$ cat config.mk
export PLATFORM = sky130hd
export DESIGN_NAME = dfs_freq_responder
export DESIGN_NICKNAME = d
export VERILOG_FILES = /design/src/rtl/dfs_pkg.sv /design/src/rtl/dfs_seq_udiv.sv /design/src/rtl/dfs_freq_responder.sv
export SDC_FILE = /design/constraint.sdc
export NUM_CORES = 1
export LEC_CHECK = 0
export ABC_AREA = 1
export BUFFER_PORTS_ARGS = -buffer_cell sky130_fd_sc_hd__buf_4
export CAP_MARGIN = 20
export CORE_MARGIN = 2
export CORE_UTILIZATION = 60
export DETAILED_ROUTE_END_ITERATION = 10
export GPL_ROUTABILITY_DRIVEN = 0
export PLACE_DENSITY = 0.79
export SLEW_MARGIN = 40
export SYNTH_ARGS = -nofsm -noshare
export SYNTH_HDL_FRONTEND = slang
export SYNTH_HIERARCHICAL = 1
export SYNTH_SLANG_ARGS = --single-unit
export TNS_END_PERCENT = 1
$ cat constraint.sdc
create_clock -name clk -period 5.85 [get_ports clk]
set_input_delay 0.2925 -clock clk [delete_from_list [all_inputs] [get_ports clk]]
set_output_delay 0.2925 -clock clk [all_outputs]
set_load 0.03 [all_outputs]
$ cat src/rtl/dfs_pkg.sv
// Types and constants shared by the DFS request channel.
// Requesters multiply MHz by FREQ_SCALE_X8 before driving a frequency word.
package dfs_pkg;

  typedef enum logic [2:0] {
    S_IDLE,
    S_DIVIDE,
    S_ROUND,
    S_PROGRAM,
    S_WAIT_LOCK,
    S_ACK
  } dfs_state_e;

  localparam int DIV_W_DEF = 8;
  typedef logic [DIV_W_DEF-1:0] div_t;

  localparam div_t DIV_MIN_DEF   = 8'd2;
  localparam div_t DIV_MAX_DEF   = 8'd255;
  localparam int   FREQ_SCALE_X8 = 8;

endpackage

$ cat src/rtl/dfs_seq_udiv.sv
// Restoring unsigned divider: start loads operands, one quotient bit per cycle, W cycles,
// then done_o pulses for one cycle; quotient and remainder hold until the next start.
module dfs_seq_udiv #(
  parameter int W = 13
) (
  input  logic         clk,
  input  logic         rst_n,
  input  logic         start_i,
  input  logic [W-1:0] dividend_i,
  input  logic [W-1:0] divisor_i,
  output logic         done_o,
  output logic [W-1:0] quo_o,
  output logic [W:0]   rem_o
);

  localparam int CW = $clog2(W + 1);

  logic [W:0]    rem_q, rem_d, shift;
  logic [W-1:0]  quo_q, dvsr_q;
  logic [CW-1:0] cnt_q;
  logic          done_q, take;

  // quo_q doubles as the dividend shift register: dividend bits leave the top, quotient bits enter the bottom
  assign shift = {rem_q[W-1:0], quo_q[W-1]};
  assign take  = (shift >= {1'b0, dvsr_q});
  assign rem_d = take ? (shift - {1'b0, dvsr_q}) : shift;

  always_ff @(posedge clk or negedge rst_n) begin
    if (!rst_n) begin
      rem_q  <= '0;
      quo_q  <= '0;
      dvsr_q <= '0;
      cnt_q  <= '0;
      done_q <= 1'b0;
    end else begin
      done_q <= 1'b0;
      if (start_i) begin
        rem_q  <= '0;
        quo_q  <= dividend_i;
        dvsr_q <= divisor_i;
        cnt_q  <= CW'(W);
      end else if (cnt_q != '0) begin
        rem_q  <= rem_d;
        quo_q  <= {quo_q[W-2:0], take};
        cnt_q  <= cnt_q - CW'(1);
        done_q <= (cnt_q == CW'(1));
      end
    end
  end

  assign done_o = done_q;
  assign quo_o  = quo_q;
  assign rem_o  = rem_q;

endmodule

$ cat src/rtl/dfs_freq_responder.sv
// DFS responder: turns a frequency word into a clamped ceil(VCO/req) divide ratio, programs the
// clock generator over valid/ready, acks once locked; strobes while busy land in a last-wins slot.
module dfs_freq_responder
  import dfs_pkg::*;
#(
  parameter int DATA_WIDTH   = 13,
  parameter int VCO_FREQ_X8  = 960 * FREQ_SCALE_X8,
  parameter int DIV_WIDTH    = DIV_W_DEF,
  parameter int DIV_MIN      = int'(DIV_MIN_DEF),
  parameter int DIV_MAX      = int'(DIV_MAX_DEF),
  parameter int DIV_RST      = 16,
  parameter int LOCK_BLANK   = 4,
  parameter int LOCK_TIMEOUT = 1024
) (
  input  logic                  clk,
  input  logic                  rst_n,
  input  logic                  req_en_i,
  input  logic [DATA_WIDTH-1:0] req_data_i,
  output logic                  req_ack_o,
  output logic                  req_err_o,
  output logic                  cfg_valid_o,
  output logic [DIV_WIDTH-1:0]  cfg_div_o,
  input  logic                  cfg_ready_i,
  input  logic                  lock_i,
  output logic [DIV_WIDTH-1:0]  cur_div_o,
  output logic                  busy_o
);

  localparam int CNT_W = $clog2(LOCK_BLANK + LOCK_TIMEOUT + 1);
  localparam logic [CNT_W-1:0]      BLANK_C = CNT_W'(LOCK_BLANK);
  localparam logic [CNT_W-1:0]      LAST_C  = CNT_W'(LOCK_BLANK + LOCK_TIMEOUT - 1);
  localparam logic [DATA_WIDTH-1:0] VCO_C   = DATA_WIDTH'(VCO_FREQ_X8);
  localparam logic [DATA_WIDTH:0]   MIN_C   = (DATA_WIDTH + 1)'(DIV_MIN);
  localparam logic [DATA_WIDTH:0]   MAX_C   = (DATA_WIDTH + 1)'(DIV_MAX);

  dfs_state_e            state_q, state_d;
  logic [DATA_WIDTH-1:0] req_q, pend_q, word, quo;
  logic [DATA_WIDTH:0]   rem, q_ceil;
  logic [DIV_WIDTH-1:0]  div_clamp, cfg_div_q, cur_div_q;
  logic [CNT_W-1:0]      lock_cnt_q;
  logic                  pend_vld_q, err_q, take, div_done, same, lock_ok, lock_tmo;

  // A fresh strobe beats a queued word when both are present in S_IDLE
  assign take = (state_q == S_IDLE) && (req_en_i || pend_vld_q);
  assign word = req_en_i ? req_data_i : pend_q;

  dfs_seq_udiv #(.W(DATA_WIDTH)) u_div (
    .clk       (clk),
    .rst_n     (rst_n),
    .start_i   (take),
    .dividend_i(VCO_C),
    .divisor_i (word),
    .done_o    (div_done),
    .quo_o     (quo),
    .rem_o     (rem)
  );

  assign q_ceil = {1'b0, quo} + {{DATA_WIDTH{1'b0}}, (rem != '0)};

  always_comb begin
    div_clamp = DIV_WIDTH'(DIV_MAX);
    if (req_q != '0) begin
      if (q_ceil < MIN_C)       div_clamp = DIV_WIDTH'(DIV_MIN);
      else if (q_ceil <= MAX_C) div_clamp = q_ceil[DIV_WIDTH-1:0];
    end
  end

  assign same     = (div_clamp == cur_div_q);
  assign lock_ok  = lock_i && (lock_cnt_q >= BLANK_C);
  assign lock_tmo = (lock_cnt_q == LAST_C);

  always_ff @(posedge clk or negedge rst_n) begin
    if (!rst_n) state_q <= S_IDLE;
    else        state_q <= state_d;
  end

  always_comb begin
    state_d = state_q;
    unique case (state_q)
      S_IDLE:      if (take) state_d = S_DIVIDE;
      S_DIVIDE:    if (div_done) state_d = S_ROUND;
      S_ROUND:     state_d = same ? S_ACK : S_PROGRAM;
      S_PROGRAM:   if (cfg_ready_i) state_d = S_WAIT_LOCK;
      S_WAIT_LOCK: if (lock_ok || lock_tmo) state_d = S_ACK;
      S_ACK:       state_d = S_IDLE;
      default:     state_d = S_IDLE;
    endcase
  end

  always_comb begin
    req_ack_o   = (state_q == S_ACK);
    req_err_o   = (state_q == S_ACK) && err_q;
    cfg_valid_o = (state_q == S_PROGRAM);
    busy_o      = (state_q != S_IDLE);
  end

  always_ff @(posedge clk or negedge rst_n) begin
    if (!rst_n) begin
      req_q      <= '0;
      pend_q     <= '0;
      pend_vld_q <= 1'b0;
      cfg_div_q  <= DIV_WIDTH'(DIV_RST);
      cur_div_q  <= DIV_WIDTH'(DIV_RST);
      lock_cnt_q <= '0;
      err_q      <= 1'b0;
    end else begin
      if (take) begin
        req_q      <= word;
        pend_vld_q <= 1'b0;
      end else if (req_en_i) begin
        pend_q     <= req_data_i;
        pend_vld_q <= 1'b1;
      end
      if (state_q == S_ROUND) begin
        err_q <= 1'b0;
        if (!same) cfg_div_q <= div_clamp;
      end
      // Lock wins over timeout when both land in the same cycle
      if (state_q == S_PROGRAM && cfg_ready_i) begin
        lock_cnt_q <= '0;
      end else if (state_q == S_WAIT_LOCK) begin
        lock_cnt_q <= lock_cnt_q + CNT_W'(1);
        if (lock_ok)       cur_div_q <= cfg_div_q;
        else if (lock_tmo) err_q     <= 1'b1;
      end
    end
  end

  assign cfg_div_o = cfg_div_q;
  assign cur_div_o = cur_div_q;

endmodule
Word level (Yosys, flattened, before mapping)
Cells that the tools add are included.
{ "word_totals": {"word_cells": 79, "output_inout_bits": 20, "register_bits": 90} }
{ "op_classes": {"reduce_logical": 17, "n_eq_ne": 12, "muxes": 28, "add_sub_neg": 4, "order_cmp": 4, "n_bitwise": 2} }
{ "ops": {"columns": ["cell", "count"], "rows": [
  ["two-way mux 14 bit", 3],
  ["two-way mux 13 bit", 3],
  ["two-way mux 8 bit", 3],
  ["two-way mux 11 bit", 2],
  ["two-way mux 3 bit", 5],
  ["case mux 3 bit (5 select lines)", 1],
  ["adder 13 x 1 -> 14 bit", 1],
  [">= comparator 14 x 13 -> 1 bit", 1],
  ["less-or-equal comparator 14 x 8 -> 1 bit (second input constant)", 1],
  ["less-than comparator 14 x 2 -> 1 bit (second input constant)", 1],
  ["nonzero test 14 bit", 1],
  ["subtractor 14 x 13 -> 14 bit", 1],
  ["nonzero test 13 bit", 1],
  ["adder 11 x 1 -> 11 bit (second input constant)", 1],
  ["equality test 11 bit (second input constant)", 1],
  [">= comparator 11 x 3 -> 1 bit (second input constant)", 1],
  ["two-way mux 1 bit", 9],
  ["equality test 8 bit", 1],
  ["two-way mux 4 bit", 2],
  ["equality test 3 x 2 -> 1 bit (second input constant)", 2],
  ["equality test 3 bit (second input constant)", 2],
  ["nonzero test 2 bit", 3],
  ["equality test 4 x 1 -> 1 bit (second input constant)", 1],
  ["logical AND 1 bit", 4],
  ["12 further kinds", 16]
]} }

Longest topological paths before layout
{ "logic_depth": {"depth_word": 9, "mapped_depth": 20, "mapped_depth_nobuf": 20} }

Hierarchy
The synthesis kept the hierarchy.
{ "by_module_without_submodules": {"columns": ["module", "area_each_um2", "seq_area_each_um2", "cells_each", "instances"], "rows": [
  ["dfs_freq_responder", 3254.4, 1453.9, 449, 1],
  ["dfs_seq_udiv", 3052.9, 1126.1, 419, 1]
]} }

Worst setup path before layout
OpenSTA, ideal clock, no wires.
{ "synth_timing": {"kind": "register to register", "startpoint": "reg u_div.rem_q[0], in the netlist u_div/rem_o[0]", "endpoint": "reg state_q[1]", "stages_incl_launch_ff": 20, "t_arrival_ns": 2.447, "path_slack_ns": 3.287, "n_path_buf": 1, "setup_time_ns": 0.117, "path_cell_list": "dfrtp_1 -> nor4_1 -> nand4_1 -> ha_1 -> ha_1 -> nand2_2 -> nor2_2 -> nand2_2 -> inv_1 -> nand2_2 -> buf_4 -> nand4_1 -> nand2_1 -> nand2_1 -> nor2_4 -> nand3_4 -> nand2_4 -> nand2_1 -> nand2_1 -> nand2_1"} }
{ "synth_via": {"elab_chain_len": 9} }
{ "synth_lines": {"columns": ["element", "line_no", "source"], "rows": [
  ["start, declared", "dfs_seq_udiv.sv:18", "logic [W:0] rem_q, rem_d, shift;"],
  ["start signal, assigned", "dfs_seq_udiv.sv:43", "rem_q <= rem_d;"],
  ["nonzero test 14 bit (*)", "dfs_freq_responder.sv:58", "assign q_ceil = {1'b0, quo} + {{DATA_WIDTH{1'b0}}, (rem != '0)};"],
  ["adder 13 x 1 -> 14 bit (*)", "dfs_freq_responder.sv:58", null],
  ["less-or-equal comparator 14 x 8 -> 1 bit", "dfs_freq_responder.sv:64", "else if (q_ceil <= MAX_C) div_clamp = q_ceil[DIV_WIDTH-1:0];"],
  ["two-way mux 8 bit", "dfs_freq_responder.sv:64", null],
  ["two-way mux 8 bit (*)", "dfs_freq_responder.sv:63", "if (q_ceil < MIN_C) div_clamp = DIV_WIDTH'(DIV_MIN);"],
  ["two-way mux 8 bit (*)", "dfs_freq_responder.sv:62", "if (req_q != '0) begin"],
  ["equality test 8 bit (*)", "dfs_freq_responder.sv:68", "assign same = (div_clamp == cur_div_q);"],
  ["two-way mux 3 bit (*)", "dfs_freq_responder.sv:82", "S_ROUND: state_d = same ? S_ACK : S_PROGRAM;"],
  ["case mux 3 bit (5 select lines) (*)", "dfs_freq_responder.sv:79", "unique case (state_q)"],
  ["end signal, assigned", "dfs_freq_responder.sv:74", "else state_q <= state_d;"],
  ["end, declared", "dfs_freq_responder.sv:36", "dfs_state_e state_q, state_d;"]
]} }
Every way passes the cells marked *; elsewhere a longest branch is shown, timed or not.
A chain may end at the register's enable or synchronous reset.

Final worst setup path
{ "layout_timing": {"startpoint": "reg state_q[1]", "endpoint": "reg u_div.quo_q[0], in the netlist u_div/quo_o[0]"} }
{ "layout_via": {"elab_chain_len": 3} }
{ "layout_lines": {"columns": ["element", "line_no", "source"], "rows": [
  ["logical NOT 3 bit (*)", "dfs_freq_responder.sv:44", "assign take = (state_q == S_IDLE) && (req_en_i || pend_vld_q);"],
  ["logical AND 1 bit (*)", "dfs_freq_responder.sv:44", null],
  ["two-way mux 13 bit or nonzero test 2 bit (tied branches)", null, null],
  ["end signal, assigned", "dfs_seq_udiv.sv:39", "quo_q <= dividend_i;"],
  ["end signal, assigned", "dfs_seq_udiv.sv:44", "quo_q <= {quo_q[W-2:0], take};"],
  ["end, declared", "dfs_seq_udiv.sv:19", "logic [W-1:0] quo_q, dvsr_q;"]
]} }
Marked as above.

==> results.md <==
- Final net count: 947
- Root buf cell: clkbuf_8
- CTS max path bufs: 2
- CTS H-tree lvls: 3
- Initial antenna violation count: 0
- Synth warnings: 6
- FMAX: 300.6 MHz
- Worst path bufs/invs: 8
- Most common cell on crit path: inv_1
- DRT Pass-1 Iters: 6
- Critical path's top delay family: buffers and inverters
- Final WL: 14.18 mm
- Vias per cell: 5.390
- Total Die Area: 0.01135 sq mm
- Async S/R FF share, synth: 100.0%
- Placed insts: 1,033
- Syn Area/Cell: 7.266 sq um
- Power per cell area: 628.0 mW/mm^2
- Setup_tns: 0 ns
- Num CTS Buffers: 9
- Seq/Total Area, Yosys: 40.90%
- Status: complete, no violations
- CTS tree: done
- Crit-path max FO: 49
- DR vias: 5,660
- Crit-path slowest cell: nand3_2
- Post-synth EDFFs: 0
- Cell Area, Synth: 0.006307 sq mm
- Chip Height: 106.5 microns
- Port bufs: 37
- Largest net degree at the start of global routing: 54
- I/O Pins: 38
- Setup bufs post-CTS: 0
- GRT Overall Usage: 26.73%
- Hold Vio Cnt, Final: 0
- Share of cells above drive strength 1: 12.91%
- VDD IR-drop max: 431.7 uV
- Critical Path AT: 3.59 ns
- Number of synthesized register bits: 103
- Worst relative slew slack: 51.02%
- Reg clk slew, reported paths: 0.11 ns
- LEAKAGE: 0.003659 uW
- # diodes: 0
- Cell Chain, Critical Path: nor2_1 > inv_1 > nor2_1 > inv_1 > nor2_2 > buf_4 > inv_2 > nand3_2 > inv_2 > nor2_1 > buf_4 > inv_1 > o21bai_2 > inv_1
- Max incr delay on CP: 0.46 ns
- Initial DRC Count: 407
- P&R area growth vs syn: 9.800%
- Max Cap Viol: 0
- Die width: 106.5 microns
- Setup violations, final: 0
- Synth cell types: 44
- Unrepaired setup endpoints after global routing: no
- Overflow after GRT: 0
- Row count: 37
- Clk_skew: 0.01601 ns
- CP Class: flip-flop to flip-flop
- Routed length per instance: 13.50 microns
- Hold crit path type: primary input to flip-flop
- Startpoint Class: flip-flop
- Clock latency at the later pin of the worst-skew pair: 0.38 ns
- Initial Util: 61.37%
- Slew Viols, Final: 0
- Cell Count, Final, Fillers Out: 1,050
- Period utilisation layout: 56.86%
- Main synth FF type: dfrtp_1
- Hold-fix buffers, CTS: 1
- CTS sink cnt: 103
- Setup crit end kind: flip-flop
- Remaining DRCs: 0
- Remaining antenna violation count after routing: 0
- Core box area: 0.01028 sq mm
- CTS resizes: 0
- Hpwl dp: 10.61 mm
- Synthesized instance count: 868
- Slew at the pin with the worst max-slew slack: 0.7303 ns
- CP Data Required Time: 6.12 ns
- Period minus WS final: 3.327 ns
- Vias in the first global route: 5,408
- First-pass GRT wire length: 24.44 mm
## path summary, 6_finish.rpt
kind / start / end / slack, ns / cells past startpoint
setup / recovery: state_q[1]$_DFFE_PN0P_ / u_div/quo_o[0]$_DFFE_PN0P_ / 2.52 / 14
hold / removal: cfg_ready_i / state_q[1]$_DFFE_PN0P_ / 0.18 / 4
setup reg to reg: state_q[1]$_DFFE_PN0P_ / u_div/quo_o[0]$_DFFE_PN0P_ / 2.52 / 14
hold reg to reg: req_q[12]$_DFFE_PN0P_ / req_q[12]$_DFFE_PN0P_ / 0.49 / 2
max in group asynchronous: rst_n / req_q[11]$_DFFE_PN0P_ / 4.26 / 3
min in group asynchronous: rst_n / u_div/quo_o[5]$_DFFE_PN0P_ / 0.48 / 2
## power breakdown
group / internal, uW / leakage [uW] / switching, uW / total, uW
logic: 898 / 0.00231 / 1720 / 2620
clock network: 164 / 0.0000938 / 276 / 440
registers: 1050 / 0.00126 / 241 / 1290
## cell families (layout without fill, tap and decap cells)
family | count (synthesis) | in the layout | synth area share [%]
AO/OA/AOI/OAI | 110 | 110 | 9.740
XOR/XNOR | 6 | 6 | 0.8332
adder cells (fa/ha/maj) | 20 | 20 | 4.087
buffers and inverters | 171 | 206 | 10.55
flip-flops | 103 | 103 | 40.90
other | 2 | 13 | 0.1191
AND/OR/NAND/NOR | 456 | 456 | 33.76
## state kept, by name, summed over array words and instances, names as in the netlist
name	count
cfg_div_o	8
lock_cnt_q	11
u_div/dvsr_q	13
pend_q	13
pend_vld_q	1
state_q	3
u_div/done_o	1
u_div/quo_o	13
u_div/cnt_q	4
req_q	13
err_q	1
cur_div_o	8
u_div/rem_o	14
## placed cells by master, fill, tap and decap left out, drive strengths merged
| master | count |
|---|---|
| dfstp | 2 |
| a31oi | 2 |
| or2 | 2 |
| dfrtp | 101 |
| nand2 | 289 |
| xnor2 | 5 |
| conb | 13 |
| clkbuf | 9 |
| a21oi | 12 |
| inv | 151 |
| o21a | 1 |
| o21ai | 79 |
| clkinvlp | 1 |
| nand3 | 63 |
| clkinv | 4 |
| ha | 19 |
| nand4 | 28 |
| nor4 | 7 |
| buf | 40 |
| and2 | 1 |
| fa | 1 |
| a221oi | 2 |
| nor2 | 54 |
| dlygate4sd3 | 1 |
| o22ai | 2 |
| nor3 | 11 |
| o211ai | 11 |
| xor2 | 1 |
| o21bai | 1 |
| nand3b | 1 |
## final cells by class
cell class / instances / area [sq um]
Clock buffer: 9 / 123.9
Inverter: 149 / 559.3
Tap cell: 136 / 170.2
Fill cell: 870 / 3352
Sequential cell: 103 / 2580
Clock inverter: 7 / 63.81
Multi-Input combinational cell: 605 / 3118
Timing Repair Buffer: 41 / 310.3
## routing by layer
metal | global-route usage (%) | share of wire, % | vias to the layer above
met5 | 0 | 0 | -
met4 | 9.926 | 2.3 | 0
met3 | 3.433 | 4.6 | 30
met2 | 44.55 | 49 | 154
met1 | 35.87 | 44 | 2659
li1 | - | - | 2817
## worst min-delay path, cell delays in order
cell     delay (ns)
buf_4          0.09
nor4_1         0.04
inv_1          0.06
nand2_1        0.06
## Yosys cell counts (11+ instances only)
library cell	instances	area, sq um
nand2_1	276	1036
inv_1	140	525.5
dfrtp_1	101	2527
o21ai_0	73	365.4
nand3_1	45	225.2
nor2_1	42	157.7
nand4_1	27	168.9
ha_1	19	237.7
clkbuf_1	16	60.06
nand3_2	16	160.2
nor3_1	11	55.05
o211ai_1	11	82.58
## stage by stage
| step | hold WS (ns) | setup slack [ns] | util [%] | instance area, sq um | power (uW) |
|---|---|---|---|---|---|
| floorplan | -0.003091 | 3.287 | - | 6349 | 3287 |
| global placement | 0.3553 | 2.375 | 65.34 | 6715 | 3769 |
| detailed placement | 0.3609 | 2.247 | 65.39 | 6720 | 3883 |
| CTS | 0.1666 | 2.168 | 67.31 | 6918 | 4328 |
| global route | 0.1878 | 2.136 | 67.38 | 6925 | 4773 |
| finish | 0.1804 | 2.523 | 67.38 | 6925 | 4349 |
No activity file was read; power rests on OpenSTA's default activity.
